File: config.mk
export PLATFORM = sky130hd
export DESIGN_NAME = pipeline_ctrl
export DESIGN_NICKNAME = d
export VERILOG_FILES = /design/src/rtl/pipeline_ctrl_pkg.sv /design/src/rtl/pipeline_ctrl_branch_eval.sv /design/src/rtl/pipeline_ctrl.sv
export SDC_FILE = /design/constraint.sdc
export NUM_CORES = 1
export LEC_CHECK = 0
export BUFFER_PORTS_ARGS = -buffer_cell sky130_fd_sc_hd__buf_2
export CORE_ASPECT_RATIO = 0.5
export CORE_MARGIN = 2
export CORE_UTILIZATION = 50
export CTS_CLUSTER_DIAMETER = 150
export DETAILED_ROUTE_END_ITERATION = 8
export GPL_TIMING_DRIVEN = 0
export PLACE_DENSITY = 0.78
export SLEW_MARGIN = 20
export SYNTH_ARGS = -nofsm -noshare
export SYNTH_HDL_FRONTEND = slang
export SYNTH_SLANG_ARGS = --single-unit
File: constraint.sdc
create_clock -name clk -period 4.5 [get_ports clk]
set_clock_uncertainty 0.2 [all_clocks]
set_input_delay 0 -clock clk [delete_from_list [all_inputs] [get_ports clk]]
set_output_delay 0 -clock clk [all_outputs]
set_load 0.01 [all_outputs]
File: src/rtl/pipeline_ctrl_pkg.sv
// Shared definitions for the RV32I pipeline controller: control-word layout,
// instruction-type and branch codes, flag positions and the bubble word.
package pipeline_ctrl_pkg;

    localparam int CWORD_W = 23;

    localparam int CW_TYPE = 0;
    localparam int CW_FUN3 = 4;
    localparam int CW_FUN7 = 7;
    localparam int CW_RD   = 8;
    localparam int CW_RS1  = 13;
    localparam int CW_RS2  = 18;

    localparam int FLAG_Z = 3;
    localparam int FLAG_C = 2;
    localparam int FLAG_N = 1;
    localparam int FLAG_V = 0;

    // addi x0,x0,0: rd=0 so a bubble never forwards or writes anything
    localparam logic [CWORD_W-1:0] NOP_CWORD = 23'd1;

    typedef enum logic [3:0] {
        IT_LOAD   = 4'd0,
        IT_IMM    = 4'd1,
        IT_STORE  = 4'd2,
        IT_REG    = 4'd3,
        IT_LUI    = 4'd4,
        IT_AUIPC  = 4'd5,
        IT_BRANCH = 4'd6,
        IT_JALR   = 4'd7,
        IT_JAL    = 4'd8
    } inst_type_e;

    typedef enum logic [2:0] {
        BR_EQ  = 3'b000,
        BR_NE  = 3'b001,
        BR_LT  = 3'b100,
        BR_GE  = 3'b101,
        BR_LTU = 3'b110,
        BR_GEU = 3'b111
    } br_fun3_e;

    function automatic logic uses_rs1(input logic [3:0] t);
        return (t == IT_LOAD) || (t == IT_IMM) || (t == IT_STORE) ||
               (t == IT_REG) || (t == IT_BRANCH) || (t == IT_JALR);
    endfunction

    function automatic logic uses_rs2(input logic [3:0] t);
        return (t == IT_STORE) || (t == IT_REG) || (t == IT_BRANCH);
    endfunction

endpackage

File: src/rtl/pipeline_ctrl_branch_eval.sv
// Branch condition decoder: maps the EX-stage fun3 and ZCNV flags to taken.
module pipeline_ctrl_branch_eval
    import pipeline_ctrl_pkg::*;
(
    input  logic [2:0] fun3_i,
    input  logic [3:0] flags_i,
    output logic       taken_o
);

    logic lt;

    // C=1 means no borrow, so unsigned less-than is !C
    always_comb begin
        taken_o = 1'b0;
        lt      = flags_i[FLAG_N] ^ flags_i[FLAG_V];
        case (fun3_i)
            BR_EQ:   taken_o = flags_i[FLAG_Z];
            BR_NE:   taken_o = ~flags_i[FLAG_Z];
            BR_LT:   taken_o = lt;
            BR_GE:   taken_o = ~lt;
            BR_LTU:  taken_o = ~flags_i[FLAG_C];
            BR_GEU:  taken_o = flags_i[FLAG_C];
            default: taken_o = 1'b0;
        endcase
    end

endmodule

File: src/rtl/pipeline_ctrl.sv
// Hazard and sequencing controller: owns the EX/MEM/WB stage registers,
// inserts load-use bubbles, resolves branches/jumps in EX and counts events.
module pipeline_ctrl #(
    parameter int CNT_W = 32,
    parameter logic [pipeline_ctrl_pkg::CWORD_W-1:0] NOP_CWORD = pipeline_ctrl_pkg::NOP_CWORD
) (
    input  logic                                 clk,
    input  logic                                 rst,
    input  logic [pipeline_ctrl_pkg::CWORD_W-1:0] cword_dec_i,
    input  logic [31:0]                          imm_dec_i,
    input  logic [31:0]                          pc_id_i,
    input  logic                                 id_valid_i,
    input  logic [3:0]                           funit_flags_i,
    input  logic [31:0]                          rs1_ex_i,
    output logic [pipeline_ctrl_pkg::CWORD_W-1:0] cwordID,
    output logic [pipeline_ctrl_pkg::CWORD_W-1:0] cwordEX,
    output logic [pipeline_ctrl_pkg::CWORD_W-1:0] cwordMEM,
    output logic [pipeline_ctrl_pkg::CWORD_W-1:0] cwordWB,
    output logic [31:0]                          immEX,
    output logic [31:0]                          immMEM,
    output logic [31:0]                          pc_ex_o,
    output logic                                 stall_o,
    output logic                                 flush_o,
    output logic [31:0]                          redirect_pc_o,
    output logic [CNT_W-1:0]                     stall_cnt_o,
    output logic [CNT_W-1:0]                     flush_cnt_o,
    output logic [CNT_W-1:0]                     retire_cnt_o
);
    import pipeline_ctrl_pkg::*;

    localparam logic [CNT_W-1:0] CNT_ONE = {{(CNT_W-1){1'b0}}, 1'b1};

    logic [CWORD_W-1:0] cword_ex_q, cword_ex_d;
    logic [CWORD_W-1:0] cword_mem_q, cword_mem_d;
    logic [CWORD_W-1:0] cword_wb_q, cword_wb_d;
    logic [31:0]        imm_ex_q, imm_ex_d;
    logic [31:0]        imm_mem_q, imm_mem_d;
    logic [31:0]        pc_ex_q, pc_ex_d;
    logic               valid_ex_q, valid_ex_d;
    logic               valid_mem_q, valid_mem_d;
    logic               valid_wb_q, valid_wb_d;
    logic [CNT_W-1:0]   stall_cnt_q, stall_cnt_d;
    logic [CNT_W-1:0]   flush_cnt_q, flush_cnt_d;
    logic [CNT_W-1:0]   retire_cnt_q, retire_cnt_d;

    logic [3:0]  type_ex;
    logic [3:0]  type_id;
    logic [4:0]  rd_ex;
    logic [4:0]  rs1_id;
    logic [4:0]  rs2_id;
    logic        br_taken;
    logic        load_use;
    logic        take;
    logic [31:0] target;

    assign type_ex = cword_ex_q[CW_TYPE +: 4];
    assign rd_ex   = cword_ex_q[CW_RD +: 5];
    assign type_id = cword_dec_i[CW_TYPE +: 4];
    assign rs1_id  = cword_dec_i[CW_RS1 +: 5];
    assign rs2_id  = cword_dec_i[CW_RS2 +: 5];

    pipeline_ctrl_branch_eval u_branch_eval (
        .fun3_i  (cword_ex_q[CW_FUN3 +: 3]),
        .flags_i (funit_flags_i),
        .taken_o (br_taken)
    );

    always_comb begin
        load_use = valid_ex_q && (type_ex == IT_LOAD) && (rd_ex != 5'd0) && id_valid_i &&
                   (((rd_ex == rs1_id) && uses_rs1(type_id)) ||
                    ((rd_ex == rs2_id) && uses_rs2(type_id)));
        take     = valid_ex_q && ((type_ex == IT_JALR) || (type_ex == IT_JAL) ||
                                  ((type_ex == IT_BRANCH) && br_taken));
        if (type_ex == IT_JALR) begin
            target = (rs1_ex_i + imm_ex_q) & 32'hFFFF_FFFE;
        end else begin
            target = pc_ex_q + imm_ex_q;
        end
    end

    assign cwordID       = id_valid_i ? cword_dec_i : NOP_CWORD;
    assign flush_o       = take;
    assign stall_o       = load_use && !take;
    assign redirect_pc_o = take ? target : 32'd0;

    // A redirect discards the ID instruction; a load-use holds it upstream.
    // Either way EX gets a bubble while MEM and WB always advance.
    always_comb begin
        cword_ex_d  = cwordID;
        imm_ex_d    = imm_dec_i;
        pc_ex_d     = pc_id_i;
        valid_ex_d  = id_valid_i;
        if (take || load_use) begin
            cword_ex_d = NOP_CWORD;
            imm_ex_d   = 32'd0;
            pc_ex_d    = 32'd0;
            valid_ex_d = 1'b0;
        end
        cword_mem_d = cword_ex_q;
        imm_mem_d   = imm_ex_q;
        valid_mem_d = valid_ex_q;
        cword_wb_d  = cword_mem_q;
        valid_wb_d  = valid_mem_q;

        stall_cnt_d  = stall_cnt_q;
        flush_cnt_d  = flush_cnt_q;
        retire_cnt_d = retire_cnt_q;
        if (stall_o && (stall_cnt_q != '1)) begin
            stall_cnt_d = stall_cnt_q + CNT_ONE;
        end
        if (flush_o && (flush_cnt_q != '1)) begin
            flush_cnt_d = flush_cnt_q + CNT_ONE;
        end
        if (valid_wb_q && (retire_cnt_q != '1)) begin
            retire_cnt_d = retire_cnt_q + CNT_ONE;
        end
    end

    always_ff @(posedge clk or negedge rst) begin
        if (!rst) begin
            cword_ex_q   <= NOP_CWORD;
            cword_mem_q  <= NOP_CWORD;
            cword_wb_q   <= NOP_CWORD;
            imm_ex_q     <= 32'd0;
            imm_mem_q    <= 32'd0;
            pc_ex_q      <= 32'd0;
            valid_ex_q   <= 1'b0;
            valid_mem_q  <= 1'b0;
            valid_wb_q   <= 1'b0;
            stall_cnt_q  <= '0;
            flush_cnt_q  <= '0;
            retire_cnt_q <= '0;
        end else begin
            cword_ex_q   <= cword_ex_d;
            cword_mem_q  <= cword_mem_d;
            cword_wb_q   <= cword_wb_d;
            imm_ex_q     <= imm_ex_d;
            imm_mem_q    <= imm_mem_d;
            pc_ex_q      <= pc_ex_d;
            valid_ex_q   <= valid_ex_d;
            valid_mem_q  <= valid_mem_d;
            valid_wb_q   <= valid_wb_d;
            stall_cnt_q  <= stall_cnt_d;
            flush_cnt_q  <= flush_cnt_d;
            retire_cnt_q <= retire_cnt_d;
        end
    end

    assign cwordEX      = cword_ex_q;
    assign cwordMEM     = cword_mem_q;
    assign cwordWB      = cword_wb_q;
    assign immEX        = imm_ex_q;
    assign immMEM       = imm_mem_q;
    assign pc_ex_o      = pc_ex_q;
    assign stall_cnt_o  = stall_cnt_q;
    assign flush_cnt_o  = flush_cnt_q;
    assign retire_cnt_o = retire_cnt_q;

endmodule

== Word level (Yosys, flattened, before mapping) ==
Cells that the tools add are included.

* Register bits after elaboration: 264
* Logic and storage cells: 75
* Output and inout port bits: 318
* Input bits: 126

* Bitwise logic cells: 4
* Muxes and demuxes: 8
* Reductions and logical operators: 28
* Eq/ne operators: 18
* Add/subtract/negate cells: 5

{| class="wikitable"
|+ Operators with widths
! cell !! count
|-
| 32-bit 2-to-1 mux || 4
|-
| 32-bit by 1-bit adder with 32-bit output (second input constant) || 3
|-
| 32-bit inequality test (second input constant) || 3
|-
| 32-bit adder || 2
|-
| 23-bit 2-to-1 mux || 2
|-
| 4-bit by 3-bit equality test with 1-bit output (second input constant) || 4
|-
| 3-bit equality test (second input constant) || 4
|-
| 1-bit logical AND || 12
|-
| 1-bit logical OR || 11
|-
| 5-bit equality test || 2
|-
| 4-bit by 2-bit equality test with 1-bit output (second input constant) || 2
|-
| 4-bit zero test || 2
|-
| 1-bit case mux with 6 select lines || 1
|-
| 5-bit nonzero test || 1
|-
| 4-bit by 1-bit equality test with 1-bit output (second input constant) || 1
|-
| 4-bit equality test (second input constant) || 1
|-
| 3-bit by 1-bit equality test with 1-bit output (second input constant) || 1
|-
| 3-bit zero test || 1
|-
| 1-bit NOT || 3
|-
| 1-bit zero test || 1
|-
| 1-bit 2-to-1 mux || 1
|-
| 1-bit bitwise XOR || 1
|}

== Longest topological paths before layout ==
* Word-level depth: 11
* Gate-level depth with buffers: 11
* Depth with buffers taken out: 11

== By module ==
A second synthesis with hierarchy kept.

* Cell total of the unflattened synthesis: 1221
* Area total of the unflattened synthesis: 13085.0 um2

{| class="wikitable"
|+ By module, submodules not included
! module !! seq. area each (um2) !! area each (um2) !! instances !! cells each
|-
| pipeline_ctrl || 6610.1 || 13017.5 || 1 || 1211
|-
| pipeline_ctrl_branch_eval || 0.0 || 67.6 || 1 || 10
|}

== Least setup slack after synthesis ==
No wires, ideal clock.

* Path type: flip-flop to output port
* From: register imm_ex_q[0] (netlist: immEX[0])
* To: output redirect_pc_o[30]
* Stages on the path, launching flop included: 12
* Data required time: 4300 ps
* Arrival time: 2607 ps
* Slack: 1693 ps
* Buffers on the path: 0
* Cells stage by stage: dfrtp_1 ha_1 inv_1 fa_1 nor2b_1 o31a_1 o211ai_2 a311o_1 a21o_1 a21oi_1 nor3_1 o32ai_1

* Cells in the longest elaborated chain, start to end: 3
* Elaborated cells between the ends (all ways): 4
* Those cells by class: 2 x add/sub; 2 x mux

{| class="wikitable"
|+ RTL lines
! item !! RTL line !! RTL
|-
| start: declaration || pipeline_ctrl.sv:36 || <nowiki>logic [31:0] imm_ex_q, imm_ex_d;</nowiki>
|-
| start signal: assignment || pipeline_ctrl.sv:137 || <nowiki>imm_ex_q <= imm_ex_d;</nowiki>
|-
| 32-bit adder, on equally long branches || pipeline_ctrl.sv:77, pipeline_ctrl.sv:75 ||
|-
| 32-bit 2-to-1 mux (*) || pipeline_ctrl.sv:74 || <nowiki>if (type_ex == IT_JALR) begin</nowiki>
|-
| 32-bit 2-to-1 mux (*) || pipeline_ctrl.sv:84 || <nowiki>assign redirect_pc_o = take ? target : 32'd0;</nowiki>
|-
| end: declaration || pipeline_ctrl.sv:24 || <nowiki>output logic [31:0] redirect_pc_o,</nowiki>
|}

Every way passes the cells marked *; elsewhere a longest branch is shown, timed or not.

== Worst setup path after layout ==
* From: register imm_ex_q[0] (netlist: immEX[0])
* To: output redirect_pc_o[26]

Same word-level chain as after synthesis.

==> results_tabular.tex <==
\begin{tabular}{lr}
\hline
Metric & Value \\
\hline
\multicolumn{2}{l}{\textbf{Clocking}} \\
Maximum number of buffers from clock root to sink & 3 \\
Buffers inserted during post-CTS setup optimization & 0 \\
Clock root cell & sky130\_fd\_sc\_hd\_\_clkbuf\_16 \\
Worst-path clk slew & 70 ps \\
TritonCTS clock tree & built \\
H-tree Lvls & 1 \\
Worst-Skew Late Latency & 540 ps \\
Sinks on Clock Net & 264 \\
Total CTS buffers & 24 \\
\multicolumn{2}{l}{\textbf{Worst hold path}} \\
Hold/Removal Path Class & input port to flip-flop \\
Hold wc startpoint & imm\_dec\_i[12] \\
Endpoint of the worst hold path & immEX[12]\$\_DFF\_PN0\_ \\
Hold Path Stages & 3 \\
\multicolumn{2}{l}{\textbf{Route}} \\
Final routed wire length divided by cell count & 20.0 um \\
Via count & 12600 \\
Via density per instance & 5.58 \\
Total routed wirelength & 45400 um \\
Residual DRC count & 0 \\
Detailed Route Iter0 Violations & 971 \\
Remaining antenna violation count after routing & 0 \\
Initial DRT Pass Iterations & 6 \\
\multicolumn{2}{l}{\textbf{Setup path}} \\
Terminus of the critical flop-to-flop path & immEX[23]\$\_DFF\_PN0\_ \\
CP Data Arrival Time & 4170 ps \\
Endpoint required time on the critical path & 4300 ps \\
Critical register-to-register path startpoint & cwordEX[4]\$\_DFF\_PN0\_ \\
Cell with the biggest individual delay on the critical path & sky130\_fd\_sc\_hd\_\_dfrtp\_1 \\
Delay of the slowest cell on the worst path & 510 ps \\
Crit Path Class & flip-flop to output pin \\
Critical Path, Cell by Cell & ha\_1 -> inv\_1 -> fa\_1 -> nor2b\_1 -> o31a\_1 -> o211ai\_2 -> a311o\_1 -> a21o\_1 -> a21boi\_1 -> nor3\_1 -> o31ai\_1 -> buf\_2 \\
Setup crit end kind & output pin \\
Setup slack of the most critical reg-to-reg path & 1000 ps \\
FF-to-FF path depth & 9 \\
Critical path peak fanout & 6 \\
Startpoint types & flip-flop \\
\multicolumn{2}{l}{\textbf{Synthesis}} \\
Post-synth EDFFs & 0 \\
Main combinational cell family by area after synthesis & simple AND/OR/NAND/NOR gates \\
Fraction of the yosys area taken by sequential cells & 0.490 \\
Parity-gate share of the synthesized area counting xor and xnor cells & 0.101 \\
Most common flop cell mapped by yosys & sky130\_fd\_sc\_hd\_\_dfrtp\_1 \\
Adder-cell area share of the yosys netlist & 0.0624 \\
Syn Nets & 1484 \\
Number of synthesis warnings & 0 \\
Syn Std Cell Area & 13500 um2 \\
Syn avg cell area & 10.4 um2 \\
Asr flop ratio synth & 1.00 \\
Synthesized flop and latch total & 264 \\
Syn Inst Count & 1292 \\
Fraction of the mapped netlist area in compound gates & 0.124 \\
Multiplexer share of the synthesized area & 0.00148 \\
Count of distinct cell types in the synthesized netlist & 80 \\
Simple logic cell fraction of the synthesized area & 0.202 \\
\multicolumn{2}{l}{\textbf{Timing}} \\
Final critical-path setup slack & 129 ps \\
RSZ-0062 raised after global routing & false \\
Remaining max-slew budget at the tightest pin & 0.404 \\
Smallest hold slack & 7.63 ps \\
Final count of negative-setup-slack endpoints & 0 \\
Final Critical Period & 4370 ps \\
Transition at the pin with the smallest max-transition slack & 883 ps \\
Final-report max-slew violation count & 0 \\
Count of final hold-check violations & 0 \\
Part of the cycle the worst path needs & 0.971 \\
Upper clock frequency limit & 0.229 GHz \\
\multicolumn{2}{l}{\textbf{Global routing}} \\
Maximum number of pins on one net before global-route repair & 97 \\
Vias in the first global route & 12200 \\
Global route total overflow & 0 \\
Antenna violations before repair & 4 \\
Global router's overall resource usage & 0.313 \\
Global-route wire length before repair & 69300 um \\
\multicolumn{2}{l}{\textbf{Floorplanning}} \\
Height of the die & 120 um \\
Initial standard-cell utilization of the core & 0.509 \\
Die span in x & 236 um \\
Io pins & 444 \\
Area of the core region & 26500 um2 \\
Area of the die & 28400 um2 \\
Site Rows & 42 \\
\multicolumn{2}{l}{\textbf{Finish}} \\
Area growth, synth to finish & 36.4\% \\
Filler instances & 1982 \\
Sequential cell area & 6610 um2 \\
Fraction of final layout cells with drive strength greater than 1 & 0.282 \\
Final nets & 2084 \\
Final std cell area, no fill & 18400 um2 \\
Area of combinational cells with multiple inputs & 6610 um2 \\
Leading cell type in the layout, fill and taps excluded & sky130\_fd\_sc\_hd\_\_buf\_2 \\
Most frequent cells in the layout & sky130\_fd\_sc\_hd\_\_buf\_2 (453), sky130\_fd\_sc\_hd\_\_dfrtp\_1 (261), sky130\_fd\_sc\_hd\_\_dlygate4sd3\_1 (128) \\
\multicolumn{2}{l}{\textbf{Place}} \\
Worst setup slack after placement & 833 ps \\
Post-placement cell area & 16200 um2 \\
Number of buffers added on ports & 443 \\
Hpwl dp & 32600 um \\
Routability-driven placement congestion ratio & 0.932 \\
\multicolumn{2}{l}{\textbf{Power}} \\
Reported leakage power & 0.00922 uW \\
Maximum VDD drop & 0.315 mV \\
Total power density per cell area & 337 nW/um2 \\
Overall power consumption & 6190 uW \\
\multicolumn{2}{l}{\textbf{Run status}} \\
Outcome & finished, final reports clean \\
\multicolumn{2}{l}{\textbf{Job}} \\
Max Cap Violations & 0 \\
\hline
\end{tabular}
cell usage after synthesis (4+ instances only):
cell type                  instances  area share
sky130_fd_sc_hd__a211oi_1         16      0.0089
sky130_fd_sc_hd__a21o_1           32       0.018
sky130_fd_sc_hd__a21oi_1          66       0.025
sky130_fd_sc_hd__a311oi_1          5      0.0032
sky130_fd_sc_hd__a31o_2            5      0.0032
sky130_fd_sc_hd__a31oi_1           9      0.0042
sky130_fd_sc_hd__and2_1           98       0.045
sky130_fd_sc_hd__and3_1           42       0.019
sky130_fd_sc_hd__and4_1           11      0.0071
sky130_fd_sc_hd__and4_4            4      0.0033
sky130_fd_sc_hd__buf_2            11      0.0041
sky130_fd_sc_hd__clkbuf_1         32      0.0089
sky130_fd_sc_hd__dfrtp_1         261        0.48
sky130_fd_sc_hd__ha_1             64       0.059
sky130_fd_sc_hd__inv_1            22      0.0061
sky130_fd_sc_hd__nand2_1          97       0.027
sky130_fd_sc_hd__nand2b_1         15      0.0070
sky130_fd_sc_hd__nand3_1          60       0.022
sky130_fd_sc_hd__nand4_1          36       0.017
sky130_fd_sc_hd__nor2_1           58       0.016
sky130_fd_sc_hd__nor2b_1           9      0.0042
sky130_fd_sc_hd__nor3_1           25      0.0093
sky130_fd_sc_hd__nor4_1            6      0.0028
sky130_fd_sc_hd__o211ai_1          8      0.0045
sky130_fd_sc_hd__o21a_1           12      0.0067
sky130_fd_sc_hd__o21ai_0          35       0.013
sky130_fd_sc_hd__o21ai_1           5      0.0019
sky130_fd_sc_hd__o21bai_1          5      0.0028
sky130_fd_sc_hd__o22ai_1          11      0.0051
sky130_fd_sc_hd__o31ai_1           5      0.0028
sky130_fd_sc_hd__or3_1             6      0.0028
sky130_fd_sc_hd__xnor2_1         102       0.066
sky130_fd_sc_hd__xor2_1           50       0.032
kinds of logic after synthesis:
group,after synthesis
and+or+nand+nor,491
DFF,264
AOI/OAI and AO/OA,249
xor gates and xnor gates,153
buffers and inverters,67
adders and majority gates,66
muxes,2
cell type report:
cell class	instances	share of cell area
Tap cell	352	0.0240
Multi-Input combinational cell	961	0.359
Inverter	24	0.00490
Buffer	43	0.00953
Clock buffer	30	0.0372
Clock inverter	12	0.00960
Timing Repair Buffer	574	0.195
Sequential cell	264	0.360
Antenna cell	4	0.000544
stage by stage:
stage | util | instances | TNS, ps
final | 0.694 | 2264 | 0
after global routing | 0.694 | 2263 | 0
after CTS | 0.694 | 2260 | 0
after detailed placement | 0.612 | 2089 | 0
after global placement | 0.609 | 2087 | -370510
after floorplan | - | 1292 | 0
power breakdown:
part           internal (uW)  switching (uW)  total [uW]  leakage, uW
combinational            570             723        1290      0.00545
sequential              2510             140        2650      0.00336
clock                   1310             943        2250     0.000407
total                   4390            1810        6190      0.00922
sequential cells by signal (all words and copies together), names as in the netlist:
name,cells
immMEM,32
valid_ex_q,1
immEX,32
valid_mem_q,1
cwordEX,23
flush_cnt_o,32
cwordWB,23
retire_cnt_o,32
pc_ex_o,32
stall_cnt_o,32
valid_wb_q,1
cwordMEM,23
timing repair:
item                                   4_1_cts  5_1_grt
endpoints found under the hold margin      284        0
hold buffers                               129        0
resized for setup                            0        0
how the worst max path moves through the flow:
| stage | startpoint | to | slack (ps) | cells after the start |
|---|---|---|---|---|
| global route | immEX[0]$_DFF_PN0_ | redirect_pc_o[26] | 10 | 12 |
| finish | immEX[0]$_DFF_PN0_ | redirect_pc_o[26] | 130 | 12 |
| CTS | immEX[0]$_DFF_PN0_ | redirect_pc_o[26] | 210 | 12 |
| global placement | rst | flush_cnt_o[17]$_DFFE_PN0P_ | -1460 | 1 |
| detailed placement | immEX[0]$_DFF_PN0_ | redirect_pc_o[26] | 830 | 12 |
| floorplan | immEX[0]$_DFF_PN0_ | redirect_pc_o[30] | 1690 | 11 |
metal layers:
| metal | global-route usage | part of all wire | vias up |
|---|---|---|---|
| met4 | 0.0989 | 0.030 | 2 |
| met2 | 0.512 | 0.48 | 527 |
| met5 | 0 | 0.00026 | - |
| met1 | 0.428 | 0.43 | 6198 |
| li1 | - | - | 5795 |
| met3 | 0.0545 | 0.067 | 104 |
critical path, delay by kind of cell (launching register included):
family | cells | cell delay (ps)
AO/OA/AOI/OAI | 6 | 1720
adder cells (fa/ha/maj) | 2 | 790
flip-flops | 1 | 510
buffers and inverters | 2 | 330
AND/OR/NAND/NOR | 2 | 280
(Power assumes the default switching activity.)
